$ cat config.mk
export PLATFORM = sky130hd
export DESIGN_NAME = regfile_wb_scheduler_flat
export DESIGN_NICKNAME = d
export VERILOG_FILES = /design/src/rtl/regfile_wb_scheduler_if.sv /design/src/rtl/regfile_wb_scheduler.sv /design/src/flat_wrapper.sv
export SDC_FILE = /design/constraint.sdc
export NUM_CORES = 1
export LEC_CHECK = 0
export ABC_CLOCK_PERIOD_IN_PS = 8050
export CORE_ASPECT_RATIO = 1.75
export CORE_MARGIN = 2
export CORE_UTILIZATION = 40
export CTS_CLUSTER_SIZE = 24
export DETAILED_ROUTE_END_ITERATION = 8
export GPL_TIMING_DRIVEN = 0
export PLACE_DENSITY = 0.83
export RECOVER_POWER = 25
export SLEW_MARGIN = 10
export SYNTH_ARGS = -nofsm -noshare
export SYNTH_HDL_FRONTEND = slang
export SYNTH_SLANG_ARGS = --single-unit
export TNS_END_PERCENT = 1
$ cat constraint.sdc
create_clock -name clk -period 8.05 [get_ports clk]
set_input_delay 0.805 -clock clk [delete_from_list [all_inputs] [get_ports clk]]
set_output_delay 0.805 -clock clk [all_outputs]
set_load 0.02 [all_outputs]
$ cat src/rtl/regfile_wb_scheduler_if.sv
// Writeback/reservation bundle between the issue, execute and memory stages and the
// writeback scheduler. The scheduler uses the slave view.
interface regfile_wb_scheduler_if #(
  parameter int NUM_REQ    = 3,
  parameter int ADD_WIDTH  = 5,
  parameter int DATA_WIDTH = 32
);
  logic [NUM_REQ-1:0]            req_valid;
  logic [NUM_REQ*ADD_WIDTH-1:0]  req_rd;
  logic [NUM_REQ*DATA_WIDTH-1:0] req_data;
  logic [NUM_REQ-1:0]            req_ready;
  logic                          rsv_valid;
  logic [ADD_WIDTH-1:0]          rsv_rd;
  logic                          rsv_ready;
  logic [(2**ADD_WIDTH)-1:0]     busy;
  logic                          regwrite;
  logic [ADD_WIDTH-1:0]          add_rd;
  logic [DATA_WIDTH-1:0]         write_data;

  modport slave (
    input  req_valid, req_rd, req_data, rsv_valid, rsv_rd,
    output req_ready, rsv_ready, busy, regwrite, add_rd, write_data
  );

  modport master (
    output req_valid, req_rd, req_data, rsv_valid, rsv_rd,
    input  req_ready, rsv_ready, busy, regwrite, add_rd, write_data
  );
endinterface

$ cat src/rtl/regfile_wb_scheduler.sv
// Round-robin scheduler for the single regfile write port, with a one-bit-per-register
// busy scoreboard that the issue stage sets and committed writes clear.
module regfile_wb_scheduler #(
  parameter int NUM_REQ    = 3,
  parameter int ADD_WIDTH  = 5,
  parameter int DATA_WIDTH = 32
) (
  input  logic                   clk,
  input  logic                   rst_n,
  regfile_wb_scheduler_if.slave  wb
);
  localparam int PTR_W   = (NUM_REQ > 1) ? $clog2(NUM_REQ) : 1;
  localparam int NUM_REG = 2**ADD_WIDTH;

  logic [PTR_W-1:0]      ptr_q, ptr_d;
  logic [NUM_REQ-1:0]    grant_s;
  logic                  accept_s;
  logic [ADD_WIDTH-1:0]  win_rd_s;
  logic [DATA_WIDTH-1:0] win_data_s;
  logic                  rsv_ready_s;
  logic [NUM_REG-1:0]    busy_q, busy_d;
  logic                  regwrite_q;
  logic [ADD_WIDTH-1:0]  add_rd_q;
  logic [DATA_WIDTH-1:0] write_data_q;

  // Round-robin search starting just above the last winner, wrapping at NUM_REQ.
  always_comb begin
    int               sum;
    logic [PTR_W-1:0] idx;
    sum        = 0;
    idx        = '0;
    grant_s    = '0;
    accept_s   = 1'b0;
    ptr_d      = ptr_q;
    win_rd_s   = '0;
    win_data_s = '0;
    for (int k = 1; k <= NUM_REQ; k++) begin
      sum = int'(ptr_q) + k;
      idx = (sum >= NUM_REQ) ? PTR_W'(sum - NUM_REQ) : PTR_W'(sum);
      if (!accept_s && wb.req_valid[idx]) begin
        accept_s     = 1'b1;
        grant_s[idx] = 1'b1;
        ptr_d        = idx;
        win_rd_s     = wb.req_rd[idx*ADD_WIDTH +: ADD_WIDTH];
        win_data_s   = wb.req_data[idx*DATA_WIDTH +: DATA_WIDTH];
      end else begin
        accept_s = accept_s;
      end
    end
  end

  // Scoreboard next state: a committing write clears, an accepted reservation sets.
  always_comb begin
    rsv_ready_s = !busy_q[wb.rsv_rd];
    busy_d      = busy_q;
    if (regwrite_q) begin
      busy_d[add_rd_q] = 1'b0;
    end else begin
      busy_d = busy_d;
    end
    if (wb.rsv_valid && rsv_ready_s) begin
      busy_d[wb.rsv_rd] = 1'b1;
    end else begin
      busy_d = busy_d;
    end
    busy_d[0] = 1'b0;
  end

  // Pointer, scoreboard and the one-cycle write stage toward the regfile.
  always_ff @(posedge clk or negedge rst_n) begin
    if (!rst_n) begin
      ptr_q        <= PTR_W'(NUM_REQ - 1);
      busy_q       <= '0;
      regwrite_q   <= 1'b0;
      add_rd_q     <= '0;
      write_data_q <= '0;
    end else begin
      ptr_q  <= ptr_d;
      busy_q <= busy_d;
      if (accept_s) begin
        regwrite_q   <= (win_rd_s != '0);
        add_rd_q     <= win_rd_s;
        write_data_q <= win_data_s;
      end else begin
        regwrite_q   <= 1'b0;
      end
    end
  end

  assign wb.req_ready  = grant_s;
  assign wb.rsv_ready  = rsv_ready_s;
  assign wb.busy       = busy_q;
  assign wb.regwrite   = regwrite_q;
  assign wb.add_rd     = add_rd_q;
  assign wb.write_data = write_data_q;
endmodule

$ cat src/flat_wrapper.sv
// flat-port wrapper written by rule: the top's interface ports become plain ports
module regfile_wb_scheduler_flat 
#(
  parameter int NUM_REQ    = 3,
  parameter int ADD_WIDTH  = 5,
  parameter int DATA_WIDTH = 32
)
  (clk, rst_n, wb_req_valid, wb_req_rd, wb_req_data, wb_rsv_valid, wb_rsv_rd, wb_req_ready, wb_rsv_ready, wb_busy, wb_regwrite, wb_add_rd, wb_write_data);
  regfile_wb_scheduler_if #(.NUM_REQ(NUM_REQ), .ADD_WIDTH(ADD_WIDTH), .DATA_WIDTH(DATA_WIDTH)) wb_i ();
  input  logic clk;
  input  logic rst_n;
  input wire logic [$bits(wb_i.req_valid)-1:0] wb_req_valid;
  input wire logic [$bits(wb_i.req_rd)-1:0] wb_req_rd;
  input wire logic [$bits(wb_i.req_data)-1:0] wb_req_data;
  input wire logic [$bits(wb_i.rsv_valid)-1:0] wb_rsv_valid;
  input wire logic [$bits(wb_i.rsv_rd)-1:0] wb_rsv_rd;
  output wire logic [$bits(wb_i.req_ready)-1:0] wb_req_ready;
  output wire logic [$bits(wb_i.rsv_ready)-1:0] wb_rsv_ready;
  output wire logic [$bits(wb_i.busy)-1:0] wb_busy;
  output wire logic [$bits(wb_i.regwrite)-1:0] wb_regwrite;
  output wire logic [$bits(wb_i.add_rd)-1:0] wb_add_rd;
  output wire logic [$bits(wb_i.write_data)-1:0] wb_write_data;
  assign wb_i.req_valid = wb_req_valid;
  assign wb_i.req_rd = wb_req_rd;
  assign wb_i.req_data = wb_req_data;
  assign wb_i.rsv_valid = wb_rsv_valid;
  assign wb_i.rsv_rd = wb_rsv_rd;
  assign wb_req_ready = wb_i.req_ready;
  assign wb_rsv_ready = wb_i.rsv_ready;
  assign wb_busy = wb_i.busy;
  assign wb_regwrite = wb_i.regwrite;
  assign wb_add_rd = wb_i.add_rd;
  assign wb_write_data = wb_i.write_data;
  regfile_wb_scheduler #(.NUM_REQ(NUM_REQ), .ADD_WIDTH(ADD_WIDTH), .DATA_WIDTH(DATA_WIDTH)) u_core (.clk(clk), .rst_n(rst_n), .wb(wb_i));
endmodule
==> results of run 1 <==
## cells by family (layout without fill, tap and decap cells)
family	after synthesis	after routing	share of synthesized area (%)
other cells	1	1	0.0619
simple gates	65	65	6.53
mux	126	126	25.0
fa+ha+maj	6	6	1.24
buf+inv	68	278	5.16
compound gates	263	263	32.7
flops	71	71	29.3
## power by group through the flow
stage | Combinational (mW) | Clock (mW) | Sequential (mW)
CTS | 3.02 | 0.395 | 0.693
finish | 3.07 | 0.392 | 0.698
detailed placement | 3.02 | 0 | 0.694
floorplan | 1.80 | 0 | 0.880
global route | 3.26 | 0.410 | 0.717
global placement | 2.95 | 0 | 0.695
## placed cells by master (no fill, tap or decap), types with 3 or more instances in the layout
cell                              instances
sky130_fd_sc_hd__mux2_2                 116
sky130_fd_sc_hd__buf_2                   17
sky130_fd_sc_hd__nand2_1                 13
sky130_fd_sc_hd__clkbuf_16                9
sky130_fd_sc_hd__buf_1                    5
sky130_fd_sc_hd__buf_4                    5
sky130_fd_sc_hd__or2_4                    4
sky130_fd_sc_hd__a221o_1                 32
sky130_fd_sc_hd__mux4_1                   5
sky130_fd_sc_hd__a22oi_1                 69
sky130_fd_sc_hd__o21ai_2                  3
sky130_fd_sc_hd__inv_1                    5
sky130_fd_sc_hd__nand3b_1                10
sky130_fd_sc_hd__a22o_1                  37
sky130_fd_sc_hd__clkbuf_1                36
sky130_fd_sc_hd__clkdlybuf4s50_1        192
sky130_fd_sc_hd__ha_1                     6
sky130_fd_sc_hd__a21oi_1                  6
sky130_fd_sc_hd__o21ai_1                 20
sky130_fd_sc_hd__a21o_1                   6
sky130_fd_sc_hd__o221ai_1                34
sky130_fd_sc_hd__o21a_1                   4
sky130_fd_sc_hd__dfrtp_1                 70
sky130_fd_sc_hd__nor2_1                   8
sky130_fd_sc_hd__nand3_1                 11
sky130_fd_sc_hd__mux2i_1                  3
sky130_fd_sc_hd__o21ai_0                 42
sky130_fd_sc_hd__or3b_2                   5
sky130_fd_sc_hd__nor3b_1                  4
sky130_fd_sc_hd__inv_6                    4
sky130_fd_sc_hd__a221oi_1                 3
## area by class of cell
type	instances	area share, %
Inverter	5	0.221
Clock inverter	7	0.721
Buffer	63	3.46
Multi-Input combinational cell	461	46.7
Clock buffer	9	2.65
Tap cell	183	2.69
Timing Repair Buffer	194	22.7
Sequential cell	71	20.9
## through the flow
step                hold slack, ns  cell area [um^2]  utilization, %
floorplan                    0.509              6060               -
global placement             0.490              8220            55.4
detailed placement           0.492              8240            55.6
CTS                          0.389              8530            57.5
global route                 0.524              8500            57.3
finish                       0.506              8500            57.3
## how the worst max path moves through the flow
stage / from / endpoint / slack (ns) / depth (start not counted)
after floorplan: u_core.ptr_q[0] / wb_req_ready[2] / 4.42 / 12
after global placement: u_core.ptr_q[0] / wb_req_ready[2] / 3.21 / 12
after detailed placement: u_core.ptr_q[0] / wb_req_ready[2] / 3.12 / 12
after CTS: u_core.ptr_q[0] / wb_req_ready[2] / 2.74 / 12
after global routing: u_core.ptr_q[0] / wb_req_ready[2] / 2.46 / 12
final: u_core.ptr_q[0] / wb_req_ready[2] / 2.71 / 12
## state kept, by name, indices dropped and copies added, names as in the netlist
name and count:
u_core.ptr_q 2, u_core.wb.add_rd 5, u_core.wb.busy 31, u_core.wb.regwrite 1, u_core.wb.write_data 32
## metal layers
metal  up-vias  wire (um)
met3        73       1460
met5         -          0
li1       2867          -
met2       392      11700
met4         0       1030
met1      3231       8000
==> results.txt, run 1 <==
* Remaining antenna violation count: 0
* Cell type contributing the most total cell area after synthesis: sky130_fd_sc_hd__dfrtp_1
- In the final layout, the share of cells above drive strength 1 is 21.9%.
* Port-buffer cells: 193
* Die area: 16,200 um^2
- Prevailing post-synth register cell: sky130_fd_sc_hd__dfrtp_1
* Number of buffers on the longest clock path: 2
- The setup path with the least slack is of type reg2out.
- After synthesis, the share of flip-flops with an asynchronous set or reset is 100%.
- In the final layout, flip-flops and latches occupy 1780 um^2.
- At the worst endpoint, the required time is 7.24 ns.
* Chip Width: 97.0 um
* Total Negative Setup Slacks: 0 ns
- After filler insertion, the fill cell instance count of the layout stands at 1,296.
* Standard-cell rows: 59
- The clock network accounts for 9.4% of the total power.
- Sum of net half-perimeters after detailed placement: 16,900 um
* Peak-usage layer in the global routing report: met2
- The analysis attributes to net switching a power of 2.03 mW.
- Cell area after synthesis: 6060 um^2
- Yosys Warn Count: 0
- Sequential element share of the synthesized area: 29.3%
- Number of cells on the worst reg-to-reg path: 12
- Ranked by total cell area, the synthesized netlist is headed by sky130_fd_sc_hd__dfrtp_1 (29%), sky130_fd_sc_hd__mux2_2 (22%), sky130_fd_sc_hd__a22oi_1 (8.6%).
- Worst slew margin relative to its limit: -76.4%
- Buffers inserted during post-CTS setup optimization: 0
- The number of failing hold endpoints at the final stage is 0.
- After clock tree synthesis, the clock-pin slew on the worst setup and hold paths is 0.06 ns.
* Kind of cell with the highest combined delay on the critical path: buffers and inverters
* Biggest cell delay along the critical path: 0.68 ns
- CP max stage cell: sky130_fd_sc_hd__clkdlybuf4s50_1
- In this run the vertical extent of the chip is 167 um.
- In the final design database the tool counted 933 nets.
- Clock latency of the later-clocked register in the worst-skew pair: 0.34 ns
- The worst register-to-register path ends at u_core.wb.write_data[19].
* Area growth syn-to-layout: 40.4%
* Total global routing overflow: 0
- At the end of routability-driven placement, the weighted congestion stood at 0.967.
- CTS saw 71 sinks.
* Root buffer selected by CTS: sky130_fd_sc_hd__clkbuf_16
- Crit path top cell by count: sky130_fd_sc_hd__buf_2
* Number of distinct library cell variants in the gate-level netlist after synthesis: 48
- For this configuration, the core starts out at a cell density of 40.8%.
- TritonCTS built the clock tree.
- P_leak: 3.23 nW
- Path category of the worst min-delay check: reg2reg
* CP Buf/Inv Count: 9
- For this block, the initial DRC count from the detailed router was 447.
* Hold path start: u_core.wb.write_data[30]
- In the final routed layout, each cell accounts on average for 22.4 um.
* Initial antenna violation count: 0
- Combinational cells account for 73.8% of the total power.
* PwrDens: 489 nW/um^2
- Maximum fanout count along the critical path: 10
* Number of buffers inserted for hold repair after clock tree synthesis: 0
- Yosys instantiated no cell more often than sky130_fd_sc_hd__mux2_2.
- Top post-synthesis cells by count: sky130_fd_sc_hd__mux2_2 (116), sky130_fd_sc_hd__dfrtp_1 (70), sky130_fd_sc_hd__a22oi_1 (69), sky130_fd_sc_hd__o21ai_0 (42), sky130_fd_sc_hd__a22o_1 (37)
- Drt drc: 0
- The worst setup path is launched from a flop.
- Final antenna diode count: 0
- GR Layer Usage met1: 28.2%
- The count of cells in the finished layout, fillers not included, comes to 993.
* Crit path time final: 5.34 ns
- In the final layout, the multi-input gates occupy 3970 um^2.
* Part of the power in registers: 16.8%
- Worst Path Arrival: 4.53 ns
- Met2 Resource Use GR: 48.1%
- Maximum VDD drop: 0.304 mV
- Max-cap violations: 1
- For flop-to-flop paths, the worst setup slack is 4.25 ns.
* Setup violation total in the final timing report: 0
* Flip-flop and latch count after synthesis: 71
- Worst Hold Depth: 1
- Vias per std cell: 6.61
* Min-Delay Endpoint: u_core.wb.write_data[30]
- Vias in the first global route: 6,684
* Post-synthesis cell count: 600
- Worst setup EP type: output pin
* Met3 Usage GRT: 4.28%
- Placeable core region: 14,800 um^2
- Clock skew on the completed layout was measured at 0.0145 ns.
- The final route contains 6,563 vias.
- Overall Power: 4.16 mW
* Post-layout worst setup margin: 2.71 ns
- CTS Buf Count: 9
- Synth Net Count: 728
- For this design the top-level I/O count stands at 196.
- Traced cell by cell, the critical path runs through clkbuf_1 -> buf_2 -> buf_2 -> inv_1 -> ha_1 -> buf_2 -> buf_2 -> buf_1 -> clkbuf_1 -> o221ai_1 -> o21ai_0 -> clkdlybuf4s50_1.
* Worst flop-to-flop path startpoint: u_core.ptr_q[0]
- The count of pins over their slew limit was 49.
* Final period utilization: 66.3%
- After clock tree synthesis, the repair step resized 0 gates.
- Count of flip-flops with a built-in enable after synthesis: 0
* Run status: complete, but fails checks
* Pre-CTS setup slack: 3.12 ns
- The pre-antenna-repair detailed-routing pass consisted of 5 iterations.
* Setup repair after global routing missed its margin: false
* Internal power: 2.13 mW
* H-Tree Level Count: 3
* Share of the synthesized area in the top cell type: 28.9%
- First-pass GRT wire length: 34,800 um
- Global routing used 26.2% of the available tracks.
* Highest clock frequency the design can meet: 187 MHz
- The checks that failed: capacitance limit, slew limit.
* Net switching fraction of the power: 48.8%
* DRT Wirelength: 22,200 um
* Mean Syn Cell Area: 10.1 um^2
- Entering global routing, the biggest net connects 49 pins.
* Tightest Pin Transition: 2.65 ns
- Cell count after placement: 977
(Power assumes the default switching activity.)
==> inputs of run 2 (changes only) <==
--- a/config.mk
+++ b/config.mk
@@ -5,7 +5,7 @@
 export SDC_FILE = /design/constraint.sdc
 export NUM_CORES = 1
 export LEC_CHECK = 0
-export ABC_CLOCK_PERIOD_IN_PS = 8050
+export ABC_CLOCK_PERIOD_IN_PS = 5200
 export CORE_ASPECT_RATIO = 1.75
 export CORE_MARGIN = 2
 export CORE_UTILIZATION = 40
==> constraint.sdc (replaced) <==
create_clock -name clk -period 5.2 [get_ports clk]
set_input_delay 0.52 -clock clk [delete_from_list [all_inputs] [get_ports clk]]
set_output_delay 0.52 -clock clk [all_outputs]
set_load 0.02 [all_outputs]
==> results.txt, run 2 (synthesized netlist as in run 1, its figures left out) <==
- The count of pins over their slew limit came to 49.
- Leaving out fill and tap cells, the most frequent cell in the layout is sky130_fd_sc_hd__clkdlybuf4s50_1.
* Total routing usage reported by global routing: 26.2%
- Sink Count: 71
* Die area: 16,200 um^2
- The signal on the critical path passes through clkbuf_1 -> buf_2 -> buf_2 -> inv_1 -> ha_1 -> buf_2 -> buf_2 -> buf_1 -> clkbuf_2 -> o221ai_1 -> o21ai_0 -> clkdlybuf4s50_1.
* Chip Width: 97.0 um
* Max reg flops: 32
* Sum of net half-perimeters after detailed placement: 16,900 um
- Timing would allow up to 204 MHz.
- Dividing the final minimum period by the clock period gives 94.2%.
- Setup violation total in the final timing report: 0
- Nets: 933
- For the pin with the worst max-slew slack, the measured transition is 2.64 ns.
* GR Layer Usage met1: 28.2%
- Crit path time final: 4.90 ns
- Effective utilization at floorplan: 40.8%
- Buffers inserted during post-CTS setup optimization: 0
- Maximum VDD drop: 0.471 mV
- The cell family contributing the most delay on the critical path is buffers and inverters.
- Dividing the detail-routed wire length by the instance count gives 22.3 um.
- For this run, design rule violations remaining after detail routing come to 0.
* Pin count of the biggest net entering global routing: 49
- Vias in the first global route: 6,684
- In this run the critical register-to-register path is captured at u_core.wb.write_data[19].
* Biggest cell delay along the critical path: 0.68 ns
* Total Negative Setup Slacks: 0 ns
- Maximum fanout count along the critical path: 10
* Commonest non-fill, non-tap cells in the layout: sky130_fd_sc_hd__clkdlybuf4s50_1 (192), sky130_fd_sc_hd__mux2_2 (116), sky130_fd_sc_hd__dfrtp_1 (70), sky130_fd_sc_hd__a22oi_1 (69), sky130_fd_sc_hd__o21ai_0 (42)
- The critical path crosses 12 cells after its start point.
* Worst flop-to-flop path startpoint: u_core.ptr_q[0]
- In this run the static leakage power is 3.23 nW.
- The clock passes through at most 2 buffers.
* Crit path top cell by count: sky130_fd_sc_hd__buf_2
- Run status: complete, but fails checks
* Setup repair after global routing missed its margin: false
- Dividing total power by cell area gives a power density of 757 nW/um^2.
* Root buffer selected by CTS: sky130_fd_sc_hd__clkbuf_16
* Met2 Resource Use GR: 48.1%
* Cell area after layout: 8500 um^2
- Post-place instance area: 8240 um^2
- Clock latency of the later-clocked register in the worst-skew pair: 0.34 ns
- The core region is 14,800 um^2.
* Fill cell instance count of the final layout: 1,296
* Setup skew after layout: 0.0127 ns
- The number of buffers and inverters on the critical path is 9.
- Final weighted congestion in routability-driven placement: 0.967
* Count of boundary I/O pins: 196
* Die Ht: 167 um
- Clock-pin slew was measured on the worst setup and hold paths at 0.07 ns.
- Met3 Usage GRT: 4.28%
- Headroom to the max-slew limit came out at -76.3%.
- TritonCTS built the clock tree.
- Port-buffer cells: 193
* First element of the critical path: u_core.ptr_q[0]
- DRT Wirelength: 22,200 um
- Startpoint type of the worst setup path: flop
- Data on the critical path arrives at its endpoint at 4.38 ns.
* Cts repair resizes: 0
- Required time of the critical path: 4.68 ns
- met2 is the most crowded layer.
- Remaining antenna violation count: 0
- Violations in the final reports: capacitance limit, slew limit
- Clock tree synthesis inserted a total of 9 buffers.
- Registers take 1780 um^2.
- Total global routing overflow: 0
* Number of DRC violations after detailed-routing iteration 0: 464
- Hold repair after CTS inserted 0 buffers.
- Initial antenna violation count: 0
- STA classifies the critical path endpoint as an output pin.
- In the final layout, the multi-input gates occupy 3970 um^2.
- The area growth from synthesis to layout is 40.4%.
- 0 antenna diodes ended up in the layout.
- Slack of the worst reg-to-reg path: 1.41 ns
* Capturing element of the worst setup path: wb_req_ready[2]
- The slowest stage of the critical path belongs to the cell sky130_fd_sc_hd__clkdlybuf4s50_1.
* Share of final-layout standard cells stronger than drive strength 1: 22.0%
- For this run, the detailed router's first-pass iteration total came to 5.
- After floorplanning, the core was divided into 59 placement rows.
- Measured in cells, the most critical reg-to-reg path has a length of 12.
- Across the run, the number of max-cap violations was 1.
- Vias per std cell: 6.61
- The H-tree was split into 3 levels.
- First-pass GRT wire length: 34,800 um
- Via Count: 6,562
- Kind of critical path: reg2out
- Path category of the worst min-delay check: in2async
- Number of failing hold endpoints at the final stage: 0
run 2: changes by cell type in the layout (fill, tap and decap cells not counted):
cell                       change
sky130_fd_sc_hd__clkbuf_1      -1
sky130_fd_sc_hd__clkbuf_2      +1
run 2: cell type report:
| class | count | share of cell area (%) |
|---|---|---|
| Buffer | 63 | 3.47 |
| Clock buffer | 9 | 2.65 |
| Clock inverter | 7 | 0.721 |
| Inverter | 5 | 0.221 |
| Multi-Input combinational cell | 461 | 46.7 |
| Sequential cell | 71 | 20.9 |
| Tap cell | 183 | 2.69 |
| Timing Repair Buffer | 194 | 22.7 |
run 2: worst register-to-register path: cells and delay by family, from the launching register on:
family / cells / cell delay (ns)
DFF: 1 / 0.39
adders and majority gates: 1 / 0.31
buffers and inverters: 8 / 2.48
AOI/OAI and AO/OA: 3 / 0.55
run 2: worst min path at each step:
| stage | startpoint | cells after the start | end |
|---|---|---|---|
| floorplan | rst_n | 0 | u_core.ptr_q[0] |
| detailed placement | rst_n | 1 | u_core.wb.write_data[4] |
| global route | u_core.wb.write_data[28] | 1 | u_core.wb.write_data[28] |
| global placement | u_core.wb.write_data[2] | 1 | u_core.wb.write_data[2] |
| CTS | rst_n | 1 | u_core.wb.write_data[4] |
| finish | rst_n | 1 | u_core.wb.write_data[0] |
run 2: metrics by stage:
stage | power, mW | std cells | hold WS [ns] | util (%) | setup WS [ns]
2_1_floorplan | 4.15 | 600 | 0.224 | - | 1.85
3_3_place_gp | 5.65 | 976 | 0.490 | 55.4 | 0.648
3_5_place_dp | 5.75 | 977 | 0.464 | 55.6 | 0.560
4_1_cts | 6.36 | 993 | 0.104 | 57.5 | 0.179
5_1_grt | 6.80 | 993 | 0.524 | 57.3 | 0.0539
6_report | 6.43 | 993 | 0.506 | 57.3 | 0.300
run 2: per-layer routing:
layer / vias to the layer above / part of all wire (%)
met5: - / 0
met4: 0 / 4.6
met3: 79 / 6.4
met2: 383 / 53
met1: 3233 / 36
li1: 2867 / -
run 2: report_power, final:
group / switching, mW / total (mW) / internal [mW]
Combinational: 2.65 / 4.75 / 2.10
Clock: 0.273 / 0.607 / 0.333
Sequential: 0.214 / 1.08 / 0.867
Total: 3.14 / 6.43 / 3.30
==> RTL edit 1 (settings of run 2) <==
`ADD_WIDTH` is set to 5 in 3 places; all go to 3.
--- a/src/rtl/regfile_wb_scheduler_if.sv
+++ b/src/rtl/regfile_wb_scheduler_if.sv
@@ -3,5 +3,5 @@
 interface regfile_wb_scheduler_if #(
   parameter int NUM_REQ    = 3,
-  parameter int ADD_WIDTH  = 5,
+  parameter int ADD_WIDTH  = 3,
   parameter int DATA_WIDTH = 32
 );
--- a/src/rtl/regfile_wb_scheduler.sv
+++ b/src/rtl/regfile_wb_scheduler.sv
@@ -3,5 +3,5 @@
 module regfile_wb_scheduler #(
   parameter int NUM_REQ    = 3,
-  parameter int ADD_WIDTH  = 5,
+  parameter int ADD_WIDTH  = 3,
   parameter int DATA_WIDTH = 32
 ) (
--- a/src/flat_wrapper.sv
+++ b/src/flat_wrapper.sv
@@ -3,5 +3,5 @@
 #(
   parameter int NUM_REQ    = 3,
-  parameter int ADD_WIDTH  = 5,
+  parameter int ADD_WIDTH  = 3,
   parameter int DATA_WIDTH = 32
 )
Interface: changed (resized wb_add_rd, wb_busy, wb_req_rd and wb_rsv_rd); port bits go from 196 to 162. No check against the original RTL was run, so the function may have changed too.
==> RTL edit 1 against run 2 <==
- the flow finishes with violations (DRC)
- synthesized cell count down 21%
- first-iteration DRC count is 1.1% lower
- sequential cell count down 26
- design area fell by 22%
- setup slack better by 0.19 ns
- area after synthesis decreased by 23%
- wire length is 18% lower
- total power fell by 20%
==> RTL edit 1: results (changes against run 2) <==
Run status
  • Outcome: finished with violations
  • Failing checks: DRC

Global routing
  • Gr usage total: 28.04% (+1.8 points)
  • Pin count of the biggest net entering global routing: 25 (-49%)
  • M2 GR Usage: 50.20% (+2.1 points)
  • First-pass GRT wire length: 28.16 mm (-19%)
  • Met3 Resource Use GR: 3.708% (-0.57 points)

Setup path
  • Slowest cell delay on critical path: 0.65 ns (-0.03 ns)
  • Critical R2R Capture: u_core.wb.write_data[9]
  • Cell depth of the worst flop-to-flop path: 10 (-2)

Detailed routing
  • DR iter-0 viols: 459 (-1.1%)
  • Residual DRC: 10 (+10)

Floorplan
  • Row Count: 52 (-12%)

Logic synthesis
  • Top post-synthesis cells by area: mux2_2, dfrtp_1, a22o_1, a22oi_1, a221o_1
  • Synth Net Count: 592 (-19%)
  • Leading cell types by count after synthesis: mux2_2, a22oi_1, a22o_1, dfrtp_1, a221o_1

Pwr
  • IR drop worst, VDD: 0.3907 mV (-17%)
  • Leakage: 2.525 nW (-22%)

Clock network
  • Clock latency on the worst-skew pair: 0.30 ns (-0.04 ns)
  • H-tree lvl count: 2 (-1)

Placement
  • GP Congestion: 0.9150 (-5.4%)
  • Port buffer count: 160 (-17%)

STA
  • Worst slew pin tran: 1.391 ns (-1.254 ns)
  • Hold slack: 0.4944 ns (-0.01123 ns)

Cells and area
  • Share of cells above drive strength 1: 23.75% (+1.8 points)
## RTL edit 1: metrics by stage
stage               cells  total power (W)  instance area (um2)  setup WS (ns)
floorplan             472         0.003388                 4676          1.691
global placement      767         0.004517                 6446         0.6636
detailed placement    768         0.004683                 6469         0.5104
CTS                   776         0.005048                 6626         0.1669
global route          775         0.005383                 6598         0.2920
finish                775         0.005117                 6598         0.4891
## RTL edit 1: cell families after synthesis
group / Yosys count / synth area share, %
simple gates: 41 / 4.683
other cells: 1 / 0.08020
flops: 45 / 24.11
compound gates: 197 / 33.90
fa+ha+maj: 6 / 1.606
buf+inv: 58 / 5.860
mux: 124 / 29.76
## RTL edit 1: area by class of cell
class / instances / area [um2]
Multi-Input combinational cell: 369 / 3274
Clock buffer: 7 / 152.6
Tap cell: 135 / 168.9
Fill cell: 991 / 4918
Buffer: 52 / 251.5
Clock inverter: 1 / 5.005
Timing Repair Buffer: 161 / 1599
Inverter: 5 / 18.77
Sequential cell: 45 / 1127
## RTL edit 1: how the worst max path moves through the flow
stage,to,slack [ns],depth (start not counted)
final,wb_req_ready[2],0.49,11
after global routing,wb_req_ready[2],0.29,11
after CTS,wb_req_ready[2],0.17,12
after detailed placement,wb_req_ready[2],0.51,12
after global placement,wb_req_ready[2],0.66,12
after floorplan,wb_req_ready[1],1.69,12
## RTL edit 1: report_power, final
part	internal, W	switching, W	leakage, nW
logic	0.00180	0.00226	1.91
clock network	0.000204	0.000152	0.0799
registers	0.000560	0.000143	0.531
## RTL edit 1: routing by layer
metal,part of all wire [%],vias up,wire length (um)
met5,0,-,0
met4,6.6,0,1206
met1,34,2552,6143
met2,53,385,9644
met3,6.9,109,1267
li1,-,2278,-
## RTL edit 1: worst reg2reg max path, stage by stage, from the launching register on
cell and delay (ns):
dfrtp_1 0.48, buf_2 0.48, inv_1 0.23, ha_1 0.36, buf_2 0.20, nor2_2 0.37, buf_4 0.27, clkbuf_1 0.47
a22oi_1 0.19, o221ai_1 0.32, a22o_1 0.19
==> RTL edit 2 (settings of run 2) <==
Made on the original files. Make the reset (`rst_n`) synchronous in one clocked block.
--- a/src/rtl/regfile_wb_scheduler.sv
+++ b/src/rtl/regfile_wb_scheduler.sv
@@ -68,5 +68,5 @@
 
   // Pointer, scoreboard and the one-cycle write stage toward the regfile.
-  always_ff @(posedge clk or negedge rst_n) begin
+  always_ff @(posedge clk) begin
     if (!rst_n) begin
       ptr_q        <= PTR_W'(NUM_REQ - 1);
Behaviour: differs if rst_n is asserted again (counterexample within 4 cycles, from zero or initial values and one cycle with rst_n low); with rst_n held inactive, the same outputs for 4 cycles.
==> RTL edit 2 against run 2 <==
- area after synthesis shrank 2.2%
- core utilization up 0.97 points
- sequential share of layout area fell by 4.0 points
- sequential cell count is the same
- fmax grew 3.2%
- wire length up 2.1%
- setup slack better by 0.15 ns
- design area shrank 1.0%
- total power fell by 21%
==> RTL edit 2: results (changes against run 2) <==
Run status
  • Outcome: completed

Detailed routing
  • Pre-antenna DRT Iters: 6 (+1)
  • Met3 wire len: 1.775 mm (+25%)
  • DR iter-0 viols: 745 (+61%)
  • Routed vias: 6978 (+6.3%)
  • M1 WL: 8.059 mm (+0.30%)
  • Met2 Routed Length: 11.76 mm (+0.38%)
  • Final WL: 22.65 mm (+2.1%)

Clock network
  • Reg clk slew, reported paths: 0.06 ns
  • CTS Root Cell: clkbuf_16
  • Post-CTS Setup Inserts: 0 (unchanged)

Cells and area
  • Clock buf/inv share: 3.880% (+0.51 points)
  • Utilization after layout: 58.28% (+0.97 points)
  • Fill count: 1283 (-1.0%)
  • CLK BUF: 9 (unchanged)
  • Share of cells above drive strength 1: 14.80% (-7.2 points)
  • Nets: 1042 (+12%)
  • Footprint of the multi-input gates: 4184 um2 (+5.5%)
  • Non-clock inverter count: 5 (unchanged)
  • Non-CTS buffers: 264 (+2.7%)
  • Non-clock buffering overhead: 26.62% (+0.47 points)
  • Fraction of area in registers: 16.89% (-4.0 points)

Pwr
  • Leakage: 3.203 nW (-0.83%)
  • IR drop worst, VDD: 0.4336 mV (-8.0%)

Setup path
  • Cell depth of the worst flop-to-flop path: 12 (unchanged)
  • Critical R2R Capture: u_core.wb.write_data[21]
  • Reg-to-reg startpoint: u_core.ptr_q[0]
  • Flop-to-flop setup slack: 1.58 ns (+0.17 ns)
  • CP max stage cell: clkdlybuf4s50_1
  • Critical Path AT: 4.23 ns (-0.15 ns)

Placement
  • Post-placement cell area: 8090 um2 (-1.9%)
  • DP HPWL: 16.89 mm (-0.14%)
  • GP Congestion: 0.9706 (+0.35%)

Logic synthesis
  • Register area share after synthesis: 24.00% (-5.4 points)
  • Synth cell types: 53 (+10%)
  • Ys Warns: 0 (unchanged)
  • Async SR Flop Fraction: 0% (-100 points)
  • Top post-synthesis cells by area: dfxtp_1, mux2_2, a22oi_1, mux2i_1, a21oi_1
  • Synth Net Count: 837 (+15%)
  • Synth Instances: 709 (+18%)

STA
  • Crit path time final: 4.747 ns (-0.1527 ns)
  • Slew Viols, Final: 0 (-100%)
  • Worst slew pin tran: 0.6691 ns (-1.975 ns)
  • Hold slack: 0.4908 ns (-0.01480 ns)
  • Clock Skew: 0.009525 ns (-0.003215 ns)

Global routing
  • M1 GR Usage: 30.84% (+2.6 points)
  • Gr usage total: 27.87% (+1.6 points)
  • Vias in the first global route: 6798 (+1.7%)
  • Met3 Resource Use GR: 4.608% (+0.33 points)
  • First-pass GRT wire length: 34.57 mm (-0.60%)
  • Pin count of the biggest net entering global routing: 15 (-69%)
  • M2 GR Usage: 49.12% (+1.0 points)

Worst hold path
  • Worst Hold Class: flop to flop

Floorplan
  • Tap cells: 180 (-1.6%)
==> RTL edit 2: where the power goes <==
group	leakage [nW]	internal [W]	total (W)	switching (W)
sequential	0.583	0.000678	0.000767	0.0000883
combinational	2.46	0.00148	0.00360	0.00212
clock	0.158	0.000426	0.000697	0.000270
==> RTL edit 2: how the worst max path moves through the flow <==
stage,start,endpoint
global placement,u_core.ptr_q[0],wb_req_ready[2]
detailed placement,u_core.ptr_q[0],wb_req_ready[2]
finish,u_core.ptr_q[0],wb_req_ready[2]
CTS,u_core.ptr_q[0],wb_req_ready[2]
floorplan,u_core.ptr_q[0],wb_req_ready[1]
global route,u_core.ptr_q[0],wb_req_ready[2]
==> RTL edit 2: logic make-up after synthesis <==
kind of cell | synth area share [%]
compound gates | 32.28
simple gates | 12.97
mux | 24.06
buf+inv | 5.365
flops | 24.00
fa+ha+maj | 1.267
other cells | 0.06331
